File: src/rtl/vlc_hdmi_pkg.sv
// ---------------------------------------------------------------------------
// vlc_hdmi_pkg
//   Shared widths and defaults for the HDMI read path: bus word width, RGB
//   pixel width, pixel FIFO sizing and default active-video geometry.
//   Also provides the helper that extracts the {R,G,B} pixel from a bus word.
// ---------------------------------------------------------------------------
package vlc_hdmi_pkg;

  localparam int RGB_W          = 24;
  localparam int WORD_W         = 32;

  localparam int FIFO_DEPTH     = 64;
  localparam int FIFO_AF_MARGIN = 4;

  localparam int H_ACTIVE_DEF   = 640;
  localparam int V_ACTIVE_DEF   = 480;

  typedef logic [RGB_W-1:0]  rgb_t;
  typedef logic [WORD_W-1:0] busWord_t;

  // Pixel sits in the low three bytes as {R,G,B}; the top byte is padding.
  function automatic rgb_t wordToRgb(input busWord_t word);
    return word[RGB_W-1:0];
  endfunction

endpackage

File: src/rtl/sync_fifo_ram.sv
// ---------------------------------------------------------------------------
// sync_fifo_ram
//   Simple dual-port RAM for the pixel FIFO: one write port, one read port,
//   both on iClk. The read is registered (one clock of latency). A read and a
//   write to the same address on the same edge return the OLD contents; the
//   parent tracks that case itself. The array has no reset.
//
// Ports
//   iClk     in   1        clock
//   iWrEn    in   1        write strobe
//   iWrAddr  in   ADDR_W   write address
//   iWrData  in   DATA_W   write data
//   iRdAddr  in   ADDR_W   read address, sampled every edge
//   oRdData  out  DATA_W   registered read data
// ---------------------------------------------------------------------------
module sync_fifo_ram #(
  parameter int DATA_W = 24,
  parameter int ADDR_W = 6,
  parameter int DEPTH  = 64
) (
  input  logic              iClk,
  input  logic              iWrEn,
  input  logic [ADDR_W-1:0] iWrAddr,
  input  logic [DATA_W-1:0] iWrData,
  input  logic [ADDR_W-1:0] iRdAddr,
  output logic [DATA_W-1:0] oRdData
);

  logic [DATA_W-1:0] mem [DEPTH];

  always_ff @(posedge iClk) begin
    if (iWrEn) begin
      mem[iWrAddr] <= iWrData;
    end
    oRdData <= mem[iRdAddr];
  end

endmodule

File: src/rtl/read_fifo_pixel_unpacker.sv
// ---------------------------------------------------------------------------
// read_fifo_pixel_unpacker
//   Sits behind the HDMI Avalon read master. Buffers returned readdata words
//   in a RAM FIFO, throttles the master with an almost-full flag, and hands
//   the words on as a valid/ready pixel stream with SOF/EOL framing.
//
//   The RAM read port always reads the entry at the next read pointer, so the
//   RAM output register carries the FIFO head. A prefetch copies that head
//   into the output register (oPixel) and advances the read pointer. The only
//   time the head register is not yet trustworthy is the cycle after a write
//   landed on the very address being read (read-during-write returns old
//   data); headStale blocks the prefetch for that one cycle. This gives a
//   two-edge latency from an empty FIFO and one pixel per cycle when popping
//   back to back, with only the output register holding data outside the RAM.
//
// Ports
//   iClk             in   1         system clock
//   iReset_n         in   1         async active-low reset
//   iClear           in   1         sync flush of FIFO, counters and overflow
//   iRd_data         in   32        Avalon readdata, pixel in [23:0]
//   iRd_Data_valid   in   1         Avalon readdatavalid
//   oFF_almost_full  out  1         oUsedw >= DEPTH-AF_MARGIN (registered)
//   oFF_full         out  1         oUsedw == DEPTH
//   oFF_empty        out  1         oUsedw == 0
//   oUsedw           out  ADDR_W+1  words held in RAM
//   oOverflow        out  1         sticky: a word was dropped while full
//   oPixel           out  24        pixel data
//   oPixel_valid     out  1         output register holds a pixel
//   iPixel_ready     in   1         consumer accepts the pixel
//   oSOF             out  1         first pixel of frame
//   oEOL             out  1         last pixel of line
// ---------------------------------------------------------------------------
module read_fifo_pixel_unpacker
  import vlc_hdmi_pkg::*;
#(
  parameter int DEPTH     = FIFO_DEPTH,
  parameter int ADDR_W    = $clog2(DEPTH),
  parameter int AF_MARGIN = FIFO_AF_MARGIN,
  parameter int H_ACTIVE  = H_ACTIVE_DEF,
  parameter int V_ACTIVE  = V_ACTIVE_DEF
) (
  input  logic              iClk,
  input  logic              iReset_n,
  input  logic              iClear,
  input  logic [WORD_W-1:0] iRd_data,
  input  logic              iRd_Data_valid,
  output logic              oFF_almost_full,
  output logic              oFF_full,
  output logic              oFF_empty,
  output logic [ADDR_W:0]   oUsedw,
  output logic              oOverflow,
  output logic [RGB_W-1:0]  oPixel,
  output logic              oPixel_valid,
  input  logic              iPixel_ready,
  output logic              oSOF,
  output logic              oEOL
);

  localparam int X_W = (H_ACTIVE > 1) ? $clog2(H_ACTIVE) : 1;
  localparam int Y_W = (V_ACTIVE > 1) ? $clog2(V_ACTIVE) : 1;

  localparam logic [ADDR_W:0] USED_FULL = (ADDR_W+1)'(DEPTH);
  localparam logic [ADDR_W:0] USED_AF   = (ADDR_W+1)'(DEPTH - AF_MARGIN);
  localparam logic [ADDR_W:0] USED_ONE  = (ADDR_W+1)'(1);
  localparam logic [X_W-1:0]  X_LAST    = X_W'(H_ACTIVE - 1);
  localparam logic [Y_W-1:0]  Y_LAST    = Y_W'(V_ACTIVE - 1);

  logic [ADDR_W-1:0] wrPtr;
  logic [ADDR_W-1:0] rdPtr;
  logic [ADDR_W-1:0] rdPtrNext;
  logic [ADDR_W:0]   usedw;
  logic [ADDR_W:0]   usedwNext;
  logic              headStale;
  logic              almostFull;
  logic              overflow;
  logic              pixValid;
  rgb_t              pixel;
  rgb_t              ramQ;
  logic [X_W-1:0]    xCnt;
  logic [Y_W-1:0]    yCnt;

  logic              full;
  logic              empty;
  logic              wrAccept;
  logic              pop;
  logic              prefetch;

  // Top byte of the bus word carries no pixel information.
  logic [WORD_W-RGB_W-1:0] unusedPad;
  assign unusedPad = iRd_data[WORD_W-1:RGB_W];

  // Full is taken from the registered count, i.e. before this edge's prefetch.
  assign full     = (usedw == USED_FULL);
  assign empty    = (usedw == '0);
  assign wrAccept = iRd_Data_valid && !full && !iClear;
  assign pop      = pixValid && iPixel_ready;
  assign prefetch = !iClear && !empty && !headStale && (!pixValid || pop);

  always_comb begin
    rdPtrNext = rdPtr;
    if (iClear) begin
      rdPtrNext = '0;
    end else if (prefetch) begin
      rdPtrNext = rdPtr + ADDR_W'(1);
    end
  end

  always_comb begin
    usedwNext = usedw;
    if (iClear) begin
      usedwNext = '0;
    end else if (wrAccept && !prefetch) begin
      usedwNext = usedw + USED_ONE;
    end else if (!wrAccept && prefetch) begin
      usedwNext = usedw - USED_ONE;
    end
  end

  sync_fifo_ram #(
    .DATA_W (RGB_W),
    .ADDR_W (ADDR_W),
    .DEPTH  (DEPTH)
  ) u_ram (
    .iClk    (iClk),
    .iWrEn   (wrAccept),
    .iWrAddr (wrPtr),
    .iWrData (wordToRgb(iRd_data)),
    .iRdAddr (rdPtrNext),
    .oRdData (ramQ)
  );

  // Pointers, count and flags.
  always_ff @(posedge iClk or negedge iReset_n) begin
    if (!iReset_n) begin
      wrPtr      <= '0;
      rdPtr      <= '0;
      usedw      <= '0;
      headStale  <= 1'b0;
      almostFull <= 1'b0;
      overflow   <= 1'b0;
    end else begin
      rdPtr      <= rdPtrNext;
      usedw      <= usedwNext;
      almostFull <= (usedwNext >= USED_AF);
      // The RAM reads rdPtrNext on this same edge; if the write hits that
      // address, the head register captures the old contents.
      headStale  <= wrAccept && (wrPtr == rdPtrNext);
      if (iClear) begin
        wrPtr    <= '0;
        overflow <= 1'b0;
      end else begin
        if (wrAccept) begin
          wrPtr <= wrPtr + ADDR_W'(1);
        end
        if (iRd_Data_valid && full) begin
          overflow <= 1'b1;
        end
      end
    end
  end

  // Output register: refilled from the RAM head on prefetch, emptied on pop.
  always_ff @(posedge iClk or negedge iReset_n) begin
    if (!iReset_n) begin
      pixValid <= 1'b0;
      pixel    <= '0;
    end else if (iClear) begin
      pixValid <= 1'b0;
      pixel    <= '0;
    end else if (prefetch) begin
      pixValid <= 1'b1;
      pixel    <= ramQ;
    end else if (pop) begin
      pixValid <= 1'b0;
    end
  end

  // Raster position of the pixel currently in the output register.
  always_ff @(posedge iClk or negedge iReset_n) begin
    if (!iReset_n) begin
      xCnt <= '0;
      yCnt <= '0;
    end else if (iClear) begin
      xCnt <= '0;
      yCnt <= '0;
    end else if (pop) begin
      if (xCnt == X_LAST) begin
        xCnt <= '0;
        if (yCnt == Y_LAST) begin
          yCnt <= '0;
        end else begin
          yCnt <= yCnt + Y_W'(1);
        end
      end else begin
        xCnt <= xCnt + X_W'(1);
      end
    end
  end

  assign oFF_almost_full = almostFull;
  assign oFF_full        = full;
  assign oFF_empty       = empty;
  assign oUsedw          = usedw;
  assign oOverflow       = overflow;
  assign oPixel          = pixel;
  assign oPixel_valid    = pixValid;
  assign oSOF            = pixValid && (xCnt == '0) && (yCnt == '0);
  assign oEOL            = pixValid && (xCnt == X_LAST);

endmodule

File: config.mk
export PLATFORM = sky130hd
export DESIGN_NAME = read_fifo_pixel_unpacker
export DESIGN_NICKNAME = d
export VERILOG_FILES = /design/src/rtl/vlc_hdmi_pkg.sv /design/src/rtl/sync_fifo_ram.sv /design/src/rtl/read_fifo_pixel_unpacker.sv
export SDC_FILE = /design/constraint.sdc
export NUM_CORES = 2
export LEC_CHECK = 0
export ABC_AREA = 0
export CORE_UTILIZATION = 43
export CTS_CLUSTER_DIAMETER = 150
export CTS_CLUSTER_SIZE = 20
export DETAILED_ROUTE_END_ITERATION = 10
export GPL_TIMING_DRIVEN = 0
export PLACE_DENSITY = 0.71
export SKIP_CTS_REPAIR_TIMING = 1
export SYNTH_ARGS = -nofsm -noshare
export SYNTH_HDL_FRONTEND = slang
export SYNTH_HIERARCHICAL = 1
export SYNTH_SLANG_ARGS = --single-unit
export TNS_END_PERCENT = 1
File: constraint.sdc
create_clock -name iClk -period 3.8 [get_ports iClk]
set_input_delay 0.38 -clock iClk [delete_from_list [all_inputs] [get_ports iClk]]
set_output_delay 0.38 -clock iClk [all_outputs]
set_load 0.03 [all_outputs]
## Word level (Yosys, flattened, before mapping)

Memory sizes are Yosys's and may differ from the RTL's. A register that Yosys moved wholly into a read port is not among the register bits.
Cells that the tools add are included.

| storage, ports and cells | value |
|---|---|
| register bits | 66 |
| RAM bits | 1536 |
| input bits | 37 |
| bits in read-only memories | 0 |
| bits in latches | 0 |
| output and inout port bits | 38 |
| memories kept | 1 |
| logic and storage cells | 76 |

| operators by class | value |
|---|---|
| magnitude comparators | 1 |
| bitwise operators | 0 |
| eq/ne operators | 4 |
| $mul | 0 |
| $add $sub $neg | 6 |
| div/mod/pow operators | 0 |
| muxes and demuxes | 23 |
| shift operators | 0 |
| reductions and logical operators | 31 |

Memories:

| name | words | bits a word | rd ports | clocked after memory_dff | wr ports | line | source |
|---|---|---|---|---|---|---|---|
| u_ram.mem | 64 | 24 | 1 | 1 | 1 | sync_fifo_ram.sv:29 | `logic [DATA_W-1:0] mem [DEPTH];` |

Operators by type and width:

| kind | number |
|---|---|
| 24-bit 2-to-1 mux | 2 |
| 9-bit 2-to-1 mux | 4 |
| 10-bit 2-to-1 mux | 3 |
| 6-bit 2-to-1 mux | 4 |
| 7-bit 2-to-1 mux | 3 |
| 1-bit logical AND | 13 |
| 6-bit by 1-bit adder with 6-bit output, second input constant | 2 |
| 10-bit by 1-bit adder with 10-bit output, second input constant | 1 |
| 10-bit equality test, second input constant | 1 |
| 10-bit logical NOT | 1 |
| 2-bit nonzero test | 5 |
| 9-bit by 1-bit adder with 9-bit output, second input constant | 1 |
| 9-bit equality test, second input constant | 1 |
| 9-bit logical NOT | 1 |
| 7-bit by 1-bit adder with 7-bit output, second input constant | 1 |
| 7-bit equality test, second input constant | 1 |
| 7-bit by 6-bit >= comparator with 1-bit output, second input constant | 1 |
| 1-bit logical NOT | 7 |
| 7-bit logical NOT | 1 |
| 1-bit 2-to-1 mux | 7 |
| 7-bit by 1-bit subtractor with 7-bit output, second input constant | 1 |
| 6-bit equality test | 1 |
| 3-bit nonzero test | 1 |
| 2-bit AND reduction | 1 |
| 1-bit logical OR | 1 |

## Logic depth before layout (Yosys ltp)

| depth | value |
|---|---|
| depth after elaboration | 10 |
| gate-level depth with buffers | 16 |
| mapped depth without buffers | 13 |

## By module

Netlist, hierarchy kept.

Modules (own cells, without submodules):

| module | times used | cells each | sequential area each (µm²) | area each (µm²) |
|---|---|---|---|---|
| sync_fifo_ram | 1 | 2610 | 46604.7 | 59295.6 |
| read_fifo_pixel_unpacker | 1 | 381 | 1651.6 | 3445.8 |

## Worst setup path after synthesis

OpenSTA, ideal clock, no wires.

| path | value |
|---|---|
| kind | flip-flop to flip-flop |
| from | register usedw[0], in the netlist oUsedw[0] |
| to | memory u_ram.mem[48][0], enable pin |
| required time | 3.365 ns |
| period minus slack after synthesis | 4.235 ns |
| arrival | 3.800 ns |
| setup time | 0.435 ns |
| buffers on the path | 1 |
| setup slack | -0.435 ns |
| cell stages (with the launch flop) | 10 |
| path through | dfrtp_1 inv_1 ha_1 nor3b_2 and3_1 clkbuf_1 nor2_1 nor2b_1 nand4b_1 nor3_1 |

| between the ends | value |
|---|---|
| word-level cells in the longest chain between the ends | 6 |

Ends and longest elaborated chain:

| element | line | source |
|---|---|---|
| from (decl) | read_fifo_pixel_unpacker.sv:71 | `logic [ADDR_W:0] usedw;` |
| from (signal assigned) | read_fifo_pixel_unpacker.sv:143 | `usedw <= usedwNext;` |
| 7-bit equality test | read_fifo_pixel_unpacker.sv:93 | `assign full = (usedw == USED_FULL);` |
| named net oFF_full | read_fifo_pixel_unpacker.sv:48 | `output logic oFF_full,` |
| 1-bit logical NOT | read_fifo_pixel_unpacker.sv:95 | `assign wrAccept = iRd_Data_valid && !full && !iClear;` |
| 1-bit logical AND (2 in series) | read_fifo_pixel_unpacker.sv:95 |  |
| named net wrAccept | read_fifo_pixel_unpacker.sv:84 | `logic wrAccept;` |
| 1-bit 2-to-1 mux | sync_fifo_ram.sv:32 | `if (iWrEn) begin` |
| 1-bit 2-to-1 mux (implied by the code) | sync_fifo_ram.sv:33 | `mem[iWrAddr] <= iWrData;` |
| to (decl) | sync_fifo_ram.sv:29 |  |

The timed path passes the listed nets, and every way through them passes these cells.

## Worst setup path after layout

| path | value |
|---|---|
| from | register rdPtr[0] |
| to | register u_ram.oRdData[1], read port of u_ram.mem |

| between the ends | value |
|---|---|
| word-level cells in the longest chain between the ends | 3 |

Ends and longest elaborated chain:

| element | line | source |
|---|---|---|
| from (decl) | read_fifo_pixel_unpacker.sv:69 | `logic [ADDR_W-1:0] rdPtr;` |
| from (signal assigned) | read_fifo_pixel_unpacker.sv:142 | `rdPtr <= rdPtrNext;` |
| 6-bit by 1-bit adder with 6-bit output | read_fifo_pixel_unpacker.sv:104 | `rdPtrNext = rdPtr + ADDR_W'(1);` |
| 6-bit 2-to-1 mux | read_fifo_pixel_unpacker.sv:103 | `end else if (prefetch) begin` |
| 6-bit 2-to-1 mux | read_fifo_pixel_unpacker.sv:101 | `if (iClear) begin` |
| named net rdPtrNext[1] | read_fifo_pixel_unpacker.sv:70 | `logic [ADDR_W-1:0] rdPtrNext;` |
| to (decl) | sync_fifo_ram.sv:26 | `output logic [DATA_W-1:0] oRdData` |

The timed path passes the listed nets, and every way through them passes these cells.
A chain may end at the register's enable or synchronous reset.

==> impl_metrics.csv <==
group,metric,value,unit
status,status,"finished with violations",
status,violations,"setup timing",
detailed_routing,drt_first_pass_iters,6,
sta,hold_violations,0,
placement,dp_hpwl,104.4,mm
synthesis,yosysSeqAreaShare,76.91,%
setup_path,path_cells,"ha_1 -> or4b_2 -> o211ai_4 -> buf_12 -> clkbuf_4 -> clkbuf_4 -> mux4_2 -> mux2i_1 -> a221oi_1 -> o21a_1",
cts,cts.sinks,1626,
setup_path,r2r_setup_slack,-0.34,ns
synthesis,yosysTopAreaCell,"edfxtp_1",
synthesis,yosys-top-cells-area,"edfxtp_1, mux4_2, dfrtp_1",
sta,finalSetupViolations,96,
job,cap_violations,0,
die,core,0.1442,mm2
sta,finalCritPeriodShare,108.9,%
synthesis,synth_cell_types,72,
synthesis,ys_ff_latch,1626,
global_route,grt_max_degree,65,
detailed_routing,vias_per_cell,6.196,
synthesis,synth_top_area_share,73.51,%
global_route,grt_usage,21.61,%
setup_path,cp.arrival,4.74,ns
final_layout,stdcell_area,0.07133,mm2
cts,cts.path.max_buffers,3,
min_path,hp-class,"in -> reg",
detailed_routing,drcViolationCount,0,
global_route,grt_pass1_vias,30880,
setup_path,crit_family,"multiplexers",
detailed_routing,vias,32100,
detailed_routing,ant_nets,0,
synthesis,synth_top_family_by_area,"multiplexers",
cts,insertion_delay,0.76,ns
die,chipHeight,384.0,um
placement,place.port_buffers,66,
final_layout,layoutNonFillerInstCount,5181,
cts,path_clk_slew,0.09,ns
placement,gp_congestion,0.9936,
sta,period_minus_slack,4.138,ns
synthesis,async_reset_ff_share,4.059,%
setup_path,path_class,"reg -> reg",
synthesis,syn_nets,3036,
synthesis,netlist_instances,2991,
cts,cts_buffers,91,
sta,fin_ws,-0.3384,ns
synthesis,synth_flop_cell,"edfxtp_1",
synthesis,yosysWarningCount,6,
final_layout,fillers,11250,
synthesis,muxShareOfSynthArea,15.26,%
detailed_routing,wl_per_cell,31.31,um
global_route,grt_overflow,0,
setup_path,setup.worst_path.end_class,"register",
placement,dpl_cell_area,0.06684,mm2
setup_path,cp_common_cell,"clkbuf_4",
final_layout,multi_input_area,0.01500,mm2
sta,fin_setup_tns,-6.004,ns
setup_path,critPathSlowestCell,"or4b_2",
final_layout,areaGrowthSynthToFinish,13.69,%
power_and_ir_drop,irDropWorstVdd,0.4142,mV
setup_path,worstSetupStartpointType,"register",
die,pin_count,75,
sta,relSlewSlack,17.69,%
synthesis,synth_area_per_cell,20.98,um2
synthesis,synth.most_common_cell,"edfxtp_1",
die,dieArea,0.1474,mm2
die,fp.dieW,384.0,um
die,std_cell_rows,139,
synthesis,netlist_area,0.06274,mm2
sta,tightestPinTransition,1.235,ns
power_and_ir_drop,fin_total_pwr,44.65,mW
global_route,grt_pass1_wl,226.3,mm
die,initial_core_util,43.52,%
placement,place_ws,-2.442,ns
sta,rsz0062_at_grt,"true",
cts,cts_tree,"built",
setup_path,cp_max_fo,10,
final_layout,nNetsFinal,3286,
detailed_routing,dr.first_iter.drc_count,4461,
sta,slew_viol_final,0,
synthesis,synthAdderAreaFrac,0.1595,%
synthesis,synthSimpleGateAreaFrac,2.856,%
setup_path,crit_path_max_incr_delay,0.62,ns
final_layout,drive_gt1_share,28.42,%
setup_path,required,4.41,ns
power_and_ir_drop,power.density,626.0,mW/mm2
sta,max_freq,0.2416,GHz
sta,finalClockSkew,0.07184,ns
global_route,antenna_found_initial,10,
detailed_routing,wl,162.2,mm
synthesis,synth-compound-area-share,3.099,%
synthesis,synth_edf_count,1536,
synthesis,synth_xor_area_share,0.2792,%
placement,dp.cells,4995,
synthesis,synth_common_cells,"edfxtp_1, mux4_2, nand2_1",
power_and_ir_drop,p_leak,21.63,nW
final_layout,seq_area,0.04826,mm2
cts,root_buffer,"clkbuf_16",
cts,htreeDepth,3,
setup_path,worst-path-buf-inv,3,
stage by stage:
step	util (%)	hold slack, ns
2_1_floorplan	-	0.08441
3_3_place_gp	45.63	0.4289
3_5_place_dp	46.36	0.2535
4_1_cts	48.15	-0.5375
5_1_grt	49.47	0.0003039
6_report	49.47	0.03135
layout make-up:
type	instances	area share, %
flip-flops and latches	1626	67.66
clock buffers	119	3.370
diodes	2	0.007017
inverters	17	0.1035
plain buffers	154	1.782
clock inverters	9	0.2561
multi-input cells	1198	21.02
repair buffers	153	2.461
well taps	1903	3.338
flip-flops by register name (all words and copies together), names as in the netlist:
signal / flops
u_ram/mem: 1536
oPixel: 24
u_ram/oRdData: 24
xCnt: 10
yCnt: 9
oUsedw: 7
rdPtr: 6
wrPtr: 6
headStale: 1
oFF_almost_full: 1
oOverflow: 1
oPixel_valid: 1
logic make-up (layout without fill, tap and decap cells):
family / after synthesis / in the layout
mux: 506 / 506
compound gates: 288 / 288
xor+xnor: 20 / 20
flops: 1626 / 1626
fa+ha+maj: 8 / 8
simple gates: 369 / 376
buf+inv: 174 / 452
other cells: 0 / 2
where the power goes:
part,switching [mW],internal (mW)
Combinational,7.88,6.51
Sequential,0.245,19.9
Clock,5.59,4.56
layer usage:
| layer | wire length (um) | share of wire [%] | global-route usage [%] |
|---|---|---|---|
| met1 | 63310 | 39 | 30.71 |
| met2 | 75350 | 46 | 32.46 |
| met3 | 18420 | 11 | 5.727 |
| met4 | 5114 | 3.2 | 7.149 |
| met5 | 0 | 0 | 0 |
placed cells by master (no fill, tap or decap), types with 11 or more instances in the layout:
cell type,n
clkbuf_1,52
a221oi_1,22
o21ai_0,51
nor2_4,66
o21a_1,13
a221oi_4,13
mux2_2,44
buf_12,37
a221oi_2,17
clkbuf_4,19
mux4_2,355
dfrtp_1,63
dfxtp_1,24
nor2b_1,13
nand3_1,26
or3_1,13
clkbuf_16,94
a22oi_1,26
inv_1,13
buf_6,40
and3_1,25
buf_8,13
edfxtp_1,1536
clkdlybuf4s50_1,41
nand2_1,104
a21oi_1,31
buf_4,61
mux2i_1,83
o22ai_1,53
buf_2,34
clkbuf_2,22
nor2_1,39
xor2_1,11
path summary, 6_finish.rpt:
check,to,cells past startpoint,start
setup / recovery,u_ram/oRdData[1]$_DFF_P_,10,rdPtr[0]$_DFF_PN0_
hold / removal,u_ram/mem[46][15]$_DFFE_PP_,1,iRd_data[15]
setup reg to reg,u_ram/oRdData[1]$_DFF_P_,10,rdPtr[0]$_DFF_PN0_
hold reg to reg,oPixel[16]$_DFFE_PN0P_,2,u_ram/oRdData[16]$_DFF_P_
max in group asynchronous,oPixel[1]$_DFFE_PN0P_,3,iReset_n
min in group asynchronous,xCnt[8]$_DFFE_PN0P_,2,iReset_n
Power figures use the tool's default switching activity.
